File: src/rtl/sha256_pkg.sv
// Shared SHA-256 definitions: word/round types, schedule sigma functions and
// the round-constant fetch FSM encoding. Used by every SHA-256 block.
package sha256_pkg;

  localparam int WORD_W    = 32;                  // SHA-256 word width (fixed)
  localparam int NROUNDS   = 64;                  // rounds per block = K ROM depth
  localparam int RND_W     = $clog2(NROUNDS);     // round index width
  localparam int WIN_DEPTH = 16;                  // message schedule window depth
  localparam int BLK_W     = WIN_DEPTH * WORD_W;  // one 512-bit message block

  typedef logic [WORD_W-1:0] word_t;
  typedef logic [RND_W-1:0]  round_t;

  localparam round_t LAST_ROUND = round_t'(NROUNDS - 1);

  typedef enum logic [1:0] {
    IDLE,
    RUN,
    DRAIN
  } state_t;

  // Rotate right by n bits (0 < n < WORD_W).
  function automatic word_t rotr(input word_t x, input int unsigned n);
    return (x >> n) | (x << (WORD_W - n));
  endfunction

  // Small sigma 0 of the message schedule.
  function automatic word_t sigma0(input word_t x);
    return rotr(x, 7) ^ rotr(x, 18) ^ (x >> 3);
  endfunction

  // Small sigma 1 of the message schedule.
  function automatic word_t sigma1(input word_t x);
    return rotr(x, 17) ^ rotr(x, 19) ^ (x >> 10);
  endfunction

endpackage

File: src/rtl/sha256_kw_fetch_if.sv
// Block-in / K-ROM read / KW-out signal bundle of the KW fetch unit.
// master = the fetch unit, slave = its environment (block source, ROM, core).
interface sha256_kw_fetch_if;
  import sha256_pkg::*;

  // message block input
  logic               blk_valid;
  logic               blk_ready;
  logic [BLK_W-1:0]   blk_data;

  // K ROM read port (registered ROM output)
  logic               rom_rd;
  round_t             rom_addr;
  word_t              rom_k;

  // KW stream to the compression core
  logic               kw_valid;
  logic               kw_ready;
  word_t              kw_data;
  round_t             kw_round;
  logic               kw_last;

  // status
  logic               busy;

  modport master (
    input  blk_valid, blk_data, rom_k, kw_ready,
    output blk_ready, rom_rd, rom_addr,
           kw_valid, kw_data, kw_round, kw_last, busy
  );

  modport slave (
    output blk_valid, blk_data, rom_k, kw_ready,
    input  blk_ready, rom_rd, rom_addr,
           kw_valid, kw_data, kw_round, kw_last, busy
  );

endinterface

File: src/rtl/sha256_msg_sched.sv
// SHA-256 message schedule: a 16-word sliding window over W_t.
// win[0] is always W_t for the round about to be issued; each shift appends
// W_{t+16} computed from the current window.
module sha256_msg_sched
  import sha256_pkg::*;
(
  input  logic             clk,
  input  logic             rst,
  input  logic             load,      // capture a new block (W0..W15)
  input  logic             shift,     // advance window by one round
  input  logic [BLK_W-1:0] blk_data,
  output word_t            w_head     // W_t of the current round
);

  word_t win [WIN_DEPTH];
  word_t w_next;

  // W_{t+16} = sigma1(W_{t+14}) + W_{t+9} + sigma0(W_{t+1}) + W_t, mod 2^32
  // NOTE: combinational logic uses blocking '=' so the result is read back
  // within the same evaluation, as plain wires would be.
  always_comb begin
    w_next = sigma1(win[14]) + win[9] + sigma0(win[1]) + win[0];
  end

  // Window register: load on block accept, otherwise shift per issued round.
  // NOTE: sequential state uses non-blocking '<=' so every flop samples the
  // pre-edge window; with '=' the shift would ripple through in one edge.
  // NOTE: the window is a flop array, not a RAM macro, so it takes the async
  // clear like any other register and a reset leaves no stale block data.
  always_ff @(posedge clk or posedge rst) begin
    if (rst) begin
      for (int i = 0; i < WIN_DEPTH; i++) win[i] <= '0;
    end else if (load) begin
      // big-endian: W0 sits in the top word of the block
      for (int i = 0; i < WIN_DEPTH; i++)
        win[i] <= blk_data[(WIN_DEPTH-1-i)*WORD_W +: WORD_W];
    end else if (shift) begin
      for (int i = 0; i < WIN_DEPTH-1; i++) win[i] <= win[i+1];
      win[WIN_DEPTH-1] <= w_next;
    end
  end

  assign w_head = win[0];

endmodule

File: src/rtl/sha256_kw_fetch.sv
// SHA-256 KW fetch: accepts a 512-bit block, expands the message schedule,
// reads K_t from the external registered round-constant ROM and streams
// KW_t = K_t + W_t to the compression core over valid/ready.
//
// Pipeline: issue (ROM read of K_t, W_t captured into p1) -> output register.
// Both stages move together on 'advance'; when the output is stalled the ROM
// is not read, so its output register keeps K for the word parked in p1.
module sha256_kw_fetch
  import sha256_pkg::*;
(
  input  logic               clk,
  input  logic               rst,
  sha256_kw_fetch_if.master  bus
);

  state_t state_q, state_d;
  round_t t_q;             // next round to issue to the ROM

  logic   advance;         // output register may take a new value this edge
  logic   accept;          // block handshake this edge
  logic   blk_ready;
  logic   rom_rd;
  logic   busy;

  word_t  w_head;          // W_t for round t_q

  // issue stage: W and round index waiting for K from the ROM
  logic   p1_valid;
  word_t  p1_w;
  round_t p1_t;

  // output register
  logic   kw_valid_q;
  word_t  kw_data_q;
  round_t kw_round_q;
  logic   kw_last_q;

  assign advance = !kw_valid_q || bus.kw_ready;
  assign accept  = blk_ready && bus.blk_valid;

  // FSM state register
  always_ff @(posedge clk or posedge rst) begin
    if (rst) state_q <= IDLE;
    else     state_q <= state_d;
  end

  // FSM next-state logic
  // NOTE: state_d gets a default before the case so no path leaves it
  // unassigned; otherwise synthesis would infer a latch to hold it.
  always_comb begin
    state_d = state_q;
    unique case (state_q)
      IDLE:    if (bus.blk_valid)                           state_d = RUN;
      RUN:     if (advance && t_q == LAST_ROUND)            state_d = DRAIN;
      DRAIN:   if (kw_valid_q && bus.kw_ready && kw_last_q) state_d = IDLE;
      default:                                              state_d = IDLE;
    endcase
  end

  // FSM outputs: block handshake, ROM read strobe, busy flag
  always_comb begin
    blk_ready = (state_q == IDLE);
    rom_rd    = (state_q == RUN) && advance;
    busy      = (state_q != IDLE);
  end

  // Round issue counter: restarts on accept, steps on every ROM read
  always_ff @(posedge clk or posedge rst) begin
    if (rst)         t_q <= '0;
    else if (accept) t_q <= '0;
    else if (rom_rd) t_q <= t_q + round_t'(1);
  end

  // Issue stage: park W_t and t beside the ROM read of K_t
  always_ff @(posedge clk or posedge rst) begin
    if (rst) begin
      p1_valid <= 1'b0;
      p1_w     <= '0;
      p1_t     <= '0;
    end else if (advance) begin
      p1_valid <= rom_rd;
      if (rom_rd) begin
        p1_w <= w_head;
        p1_t <= t_q;
      end
    end
  end

  // Output register: KW = K + W, held unchanged while the consumer stalls
  always_ff @(posedge clk or posedge rst) begin
    if (rst) begin
      kw_valid_q <= 1'b0;
      kw_data_q  <= '0;
      kw_round_q <= '0;
      kw_last_q  <= 1'b0;
    end else if (advance) begin
      kw_valid_q <= p1_valid;
      kw_data_q  <= bus.rom_k + p1_w;
      kw_round_q <= p1_t;
      kw_last_q  <= p1_valid && (p1_t == LAST_ROUND);
    end
  end

  sha256_msg_sched u_msg_sched (
    .clk      (clk),
    .rst      (rst),
    .load     (accept),
    .shift    (rom_rd),
    .blk_data (bus.blk_data),
    .w_head   (w_head)
  );

  assign bus.blk_ready = blk_ready;
  assign bus.rom_rd    = rom_rd;
  assign bus.rom_addr  = t_q;
  assign bus.kw_valid  = kw_valid_q;
  assign bus.kw_data   = kw_data_q;
  assign bus.kw_round  = kw_round_q;
  assign bus.kw_last   = kw_last_q;
  assign bus.busy      = busy;

endmodule

File: src/flat_wrapper.sv
// flat-port wrapper written by rule: the top's interface ports become plain ports
module sha256_kw_fetch_flat import sha256_pkg::*;
  (clk, rst, bus_blk_valid, bus_blk_data, bus_rom_k, bus_kw_ready, bus_blk_ready, bus_rom_rd, bus_rom_addr, bus_kw_valid, bus_kw_data, bus_kw_round, bus_kw_last, bus_busy);
  sha256_kw_fetch_if bus_i ();
  input  logic clk;
  input  logic rst;
  input wire logic [$bits(bus_i.blk_valid)-1:0] bus_blk_valid;
  input wire logic [$bits(bus_i.blk_data)-1:0] bus_blk_data;
  input wire logic [$bits(bus_i.rom_k)-1:0] bus_rom_k;
  input wire logic [$bits(bus_i.kw_ready)-1:0] bus_kw_ready;
  output wire logic [$bits(bus_i.blk_ready)-1:0] bus_blk_ready;
  output wire logic [$bits(bus_i.rom_rd)-1:0] bus_rom_rd;
  output wire logic [$bits(bus_i.rom_addr)-1:0] bus_rom_addr;
  output wire logic [$bits(bus_i.kw_valid)-1:0] bus_kw_valid;
  output wire logic [$bits(bus_i.kw_data)-1:0] bus_kw_data;
  output wire logic [$bits(bus_i.kw_round)-1:0] bus_kw_round;
  output wire logic [$bits(bus_i.kw_last)-1:0] bus_kw_last;
  output wire logic [$bits(bus_i.busy)-1:0] bus_busy;
  assign bus_i.blk_valid = bus_blk_valid;
  assign bus_i.blk_data = bus_blk_data;
  assign bus_i.rom_k = bus_rom_k;
  assign bus_i.kw_ready = bus_kw_ready;
  assign bus_blk_ready = bus_i.blk_ready;
  assign bus_rom_rd = bus_i.rom_rd;
  assign bus_rom_addr = bus_i.rom_addr;
  assign bus_kw_valid = bus_i.kw_valid;
  assign bus_kw_data = bus_i.kw_data;
  assign bus_kw_round = bus_i.kw_round;
  assign bus_kw_last = bus_i.kw_last;
  assign bus_busy = bus_i.busy;
  sha256_kw_fetch u_core (.clk(clk), .rst(rst), .bus(bus_i));
endmodule
File: config.mk
export PLATFORM = sky130hd
export DESIGN_NAME = sha256_kw_fetch_flat
export DESIGN_NICKNAME = d
export VERILOG_FILES = /design/src/rtl/sha256_pkg.sv /design/src/rtl/sha256_kw_fetch_if.sv /design/src/rtl/sha256_msg_sched.sv /design/src/rtl/sha256_kw_fetch.sv /design/src/flat_wrapper.sv
export SDC_FILE = /design/constraint.sdc
export NUM_CORES = 2
export LEC_CHECK = 0
export BUFFER_PORTS_ARGS = -buffer_cell sky130_fd_sc_hd__buf_2
export CAP_MARGIN = 20
export CORE_ASPECT_RATIO = 0.8
export CORE_MARGIN = 4
export CORE_UTILIZATION = 35
export DETAILED_ROUTE_END_ITERATION = 8
export PLACE_DENSITY = 0.59
export SYNTH_ARGS = -nofsm -noshare
export SYNTH_HDL_FRONTEND = slang
export SYNTH_HIERARCHICAL = 1
export SYNTH_SLANG_ARGS = --single-unit
File: constraint.sdc
create_clock -name clk -period 24.7 [get_ports clk]
set_input_delay 2.47 -clock clk [delete_from_list [all_inputs] [get_ports clk]]
set_output_delay 2.47 -clock clk [all_outputs]
set_load 0.005 [all_outputs]
==> Yosys cells after proc, flatten, opt, wreduce, memory -nomap -nowiden <==
Index checks and enable logic that the tools add are counted.
W data, S select, Z words.
{ "totals": {"wordCells": 66, "romBits": 0, "ramBits": 0, "regBits": 599, "mem_count": 0, "latch_bits": 0, "output_inout_bits": 49} }
{ "classes": {"add_sub_neg": 5, "bitwise": 8, "n_shift": 0, "n_mul": 0, "div_mod_pow": 0, "n_mux": 8, "eq_ne": 7, "reduce_logical": 13, "magnitude_cmp": 0} }
{ "op_table": {"columns": ["op", "count"], "rows": [
  ["$mux W512", 2],
  ["$add A32 B32 Y32", 4],
  ["$xor A32 B32 Y32", 2],
  ["$or A13 B32 Y32", 1],
  ["$or A14 B32 Y32", 1],
  ["$or A15 B32 Y32", 1],
  ["$or A25 B32 Y32", 1],
  ["$xor A32 B22 Y32", 1],
  ["$xor A32 B29 Y32", 1],
  ["$eq A6 B6 Y1 const B", 2],
  ["$mux W6", 2],
  ["$add A6 B1 Y6 const B", 1],
  ["$logic_and A1 B1 Y1", 6],
  ["$mux W2", 3],
  ["$pmux W2 S3", 1],
  ["$ne A2 B1 Y1 const B", 2],
  ["$reduce_bool A2 Y1", 2],
  ["$reduce_and A3 Y1", 1],
  ["$eq A2 B1 Y1 const B", 1],
  ["$eq A2 B2 Y1 const B", 1],
  ["$logic_not A2 Y1", 1],
  ["$ne A2 B2 Y1 const B", 1],
  ["$reduce_and A2 Y1", 1],
  ["$logic_not A1 Y1", 1],
  ["$logic_or A1 B1 Y1", 1]
]} }

==> Logic depth before layout (Yosys ltp) <==
{ "logic_depth": {"ltp_word": 8, "mapped_depth": 16, "depth_no_buf": 15} }

==> Cells and area by module <==
The synthesis kept the hierarchy.
{ "modules_own_cells": {"columns": ["mod", "seq_area_each_um2", "n_inst", "cells_each", "area_per_inst_um2"], "rows": [
  ["sha256_msg_sched", 12812.3, 1, 2803, 27755.4],
  ["sha256_kw_fetch", 2177.1, 1, 517, 4998.5]
]} }

==> Worst setup path after synthesis <==
OpenSTA, ideal clock, no wires.
{ "synth_path": {"path_kind": "in2out", "start": "input port bus_kw_ready", "end": "output port bus_rom_rd", "t_arrival_ns": 3.438, "path_stages": 5, "required_time_ns": 22.230, "slack_ns": 18.792, "n_path_buf": 3, "path_cell_list": "nand2b_1 -> buf_2 -> and2_1 -> clkbuf_1 -> buf_1"} }
{ "synth_between": {"elab_chain_cells": 2} }
{ "synth_rtl": {"columns": ["item", "line", "text"], "rows": [
  ["from (decl)", "flat_wrapper.sv:10", "input wire logic [$bits(bus_i.kw_ready)-1:0] bus_kw_ready;"],
  ["$logic_or A1 B1 Y1", "sha256_kw_fetch.sv:38", "assign advance = !kw_valid_q || bus.kw_ready;"],
  ["$logic_and A1 B1 Y1", "sha256_kw_fetch.sv:63", "rom_rd = (state_q == RUN) && advance;"],
  ["to (decl)", "flat_wrapper.sv:12", "output wire logic [$bits(bus_i.rom_rd)-1:0] bus_rom_rd;"]
]} }
No other way between the ends.

==> Worst setup path in the final report <==
Same ends and word-level chain as after synthesis.

==> flow_metrics.env <==
export IMPL_ys_seq_area_frac=0.4576
export IMPL_max_cap_viol_count=0
export IMPL_outcome="finished clean"
export IMPL_area_delta_synth_final_pct=19.04
export IMPL_crit_family="simple AND/OR/NAND/NOR gates"
export IMPL_path_class="primary input to primary output"
export IMPL_cp_common_cell="buf_2"
export IMPL_syn_cell_area_sq_um=32750
export IMPL_synth_most_common_cell="dfrtp_1"
export IMPL_worstMarginPinSlew_ns=1.220
export IMPL_first_pass_iters=7
export IMPL_endpoint_kind="primary output"
export IMPL_cts_setup_buffers=0
export IMPL_slew_headroom=0.1865
export IMPL_rsz0062_at_grt="no"
export IMPL_yosys_top_cells_count="599 x dfrtp_1, 580 x nand2_1, 555 x o21ai_0"
export IMPL_cts_buffer_depth=3
export IMPL_grt_pass1_vias=24920
export IMPL_antenna_found_initial=42
export IMPL_htreeDepth=3
export IMPL_cts_tree="yes"
export IMPL_grt_first_pass_wirelength_um=166300
export IMPL_ys_ff_latch=599
export IMPL_final_setup_tns_ns=0
export IMPL_yosys_area_top_type="dfrtp_1"
export IMPL_cp_slowest_cell="nand2b_2"
export IMPL_ant_nets=0
export IMPL_ios=597
export IMPL_cts_sinks=599
export IMPL_crit_path_start_kind="primary input"
export IMPL_grt_max_degree=287
export IMPL_fillers=9217
export IMPL_ys_async_sr_fraction=1.000
export IMPL_start_util=0.3523
export IMPL_routabilityCongestion=0.9070
export IMPL_drt_iter0_drc=2042
export IMPL_cp_max_fo=53
export IMPL_critPathMaxStageDelay_ns=0.74
export IMPL_clk_pin_slew_worst_paths_ns=0.06
export IMPL_synth_area_per_cell_sq_um=9.866
export IMPL_fp_dieH_um=281.6
export IMPL_final_setup_skew_ns=0.04528
export IMPL_required_ns=22.23
export IMPL_max_freq_ghz=0.1532
export IMPL_viasPerCell=5.122
export IMPL_synth_edff_count=0
export IMPL_whs_ns=0.4567
export IMPL_period_needed_ns=6.529
export IMPL_synth_area_leaders="dfrtp_1 46%, mux2i_1 15%, o21ai_0 8.5%, nand2_1 6.6%, fa_1 3.9%"
export IMPL_ys_flop_type="dfrtp_1"
export IMPL_routed_wl_um=116200
export IMPL_cp_arrival_ns=4.06
export IMPL_die_w_um=350.0
export IMPL_yosysTopAreaCellShare=0.4576
export IMPL_syn_inst=3320
export IMPL_fp_coreArea_sq_um=92960
export IMPL_hold_viol=0
export IMPL_wl_per_cell_um=23.07
export IMPL_num_vias=25800
export IMPL_crit_path_cell_trace="buf_2 -> nand2b_2 -> and2_4 -> buf_2"
export IMPL_ys_warn_count=6
export IMPL_drive_gt1_frac=0.2107
export IMPL_synth_distinct_cells=70
export IMPL_grt_util_all_layers=0.2296
export IMPL_worstSkewPairLatency_ns=0.64
export IMPL_ctsHoldBuffers=0
export IMPL_dieArea_sq_um=98570
export IMPL_min_period_over_period=0.2643
export IMPL_overflow=0
export IMPL_cts_buffers=70
export IMPL_finalSetupViolCount=0
export IMPL_cts_root_buf="clkbuf_16"
export IMPL_core_rowCount=100
export IMPL_cp_num_buf_inv=2
export IMPL_layout_nets=4421
export IMPL_port_buffers=596
export IMPL_cts_resized=0
export IMPL_dpl_hpwl_um=89370
export IMPL_synth_nets=3994
export IMPL_drc_errors=0
export IMPL_holdCritPathClass="flop to flop"
export IMPL_drv_slew=0
[state kept, by name, summed over array words and instances (netlist names)]
signal	count
u_core/u_msg_sched/win	480
u_core/bus.kw_data	32
u_core/p1_w	32
u_core/u_msg_sched/w_head	32
u_core/bus.kw_round	6
u_core/bus.rom_addr	6
u_core/p1_t	6
u_core/state_q	2
u_core/bus.kw_last	1
u_core/bus.kw_valid	1
u_core/p1_valid	1
[worst min-delay path: stages, from the launching register on]
cell	delay (ns)
dfrtp_1	0.33
nand2_1	0.05
nand2_1	0.04
[final timing paths]
path | slack [ns] | cells past startpoint | startpoint | to
max | 18.17 | 4 | bus_kw_ready | bus_rom_rd
min | 0.46 | 2 | u_core/bus.kw_round[0] | u_core/bus.kw_round[0]
max reg2reg | 19.94 | 15 | u_core/u_msg_sched/win[456] | u_core/u_msg_sched/win[25]
min reg2reg | 0.46 | 2 | u_core/bus.kw_round[0] | u_core/bus.kw_round[0]
max in group asynchronous | 20.02 | 6 | rst | u_core/u_msg_sched/win[371]
min in group asynchronous | 2.00 | 2 | rst | u_core/u_msg_sched/win[470]
[stage by stage]
step                  util  std cells  instance area [sq um]  setup WS [ns]
global route        0.4191       5025                  38960          18.06
floorplan                -       3320                  32750          7.930
global placement    0.3911       4896                  36360          17.87
CTS                 0.4181       5018                  38870          18.16
detailed placement  0.3911       4896                  36360          17.82
finish              0.4194       5036                  38990          18.17
[routing by layer]
metal,routed length (um),GRT usage
met1,54240,0.3327
met2,51480,0.3518
met3,7600,0.04838
met4,2574,0.05641
met5,263,0
[area by class of cell]
| type | count | area [sq um] | share of cell area |
|---|---|---|---|
| antenna | 15 | 37.54 | 0.0009627 |
| clock buffer | 89 | 1913 | 0.04907 |
| clock inverter | 33 | 594.3 | 0.01524 |
| inverter | 119 | 455.4 | 0.01168 |
| multi-input combinational | 2337 | 16200 | 0.4154 |
| sequential | 599 | 14990 | 0.3844 |
| tap | 1224 | 1531 | 0.03928 |
| timing repair buffer | 620 | 3273 | 0.08395 |
[cell families (layout without fill, tap and decap cells)]
logic type,count (synthesis),after routing,share of synthesized area
and+or+nand+nor,749,749,0.09435
adders and majority gates,126,126,0.06257
DFF,599,599,0.4576
xor gates and xnor gates,172,172,0.04599
AOI/OAI and AO/OA,760,760,0.1278
other,0,15,0
muxes,530,530,0.1634
buffers and inverters,384,861,0.04821
[placed cells by master, fill, tap and decap left out, types with 5 or more instances in the layout]
cell type / n
nand4_1: 20
clkbuf_16: 70
xor2_1: 81
clkinv_2: 13
dfrtp_1: 599
nor3b_1: 14
buf_2: 596
mux2_2: 38
a21o_1: 22
clkbuf_1: 10
o21a_1: 6
bufinv_16: 11
clkbuf_8: 9
a21oi_1: 89
diode_2: 15
a31oi_1: 11
nor2b_1: 6
o21ai_0: 555
o21bai_1: 5
inv_1: 117
mux2i_1: 492
fa_1: 63
buf_4: 17
ha_1: 63
xnor2_1: 91
clkinv_16: 5
nand3_1: 14
nand2_1: 580
nand2b_1: 6
nor3_1: 13
nor2_1: 62
a211oi_1: 11
and3_1: 5
Power is left out: the tool's default activity adds up to more than one toggle a clock period on the data nets, which glitch-free logic cannot reach.
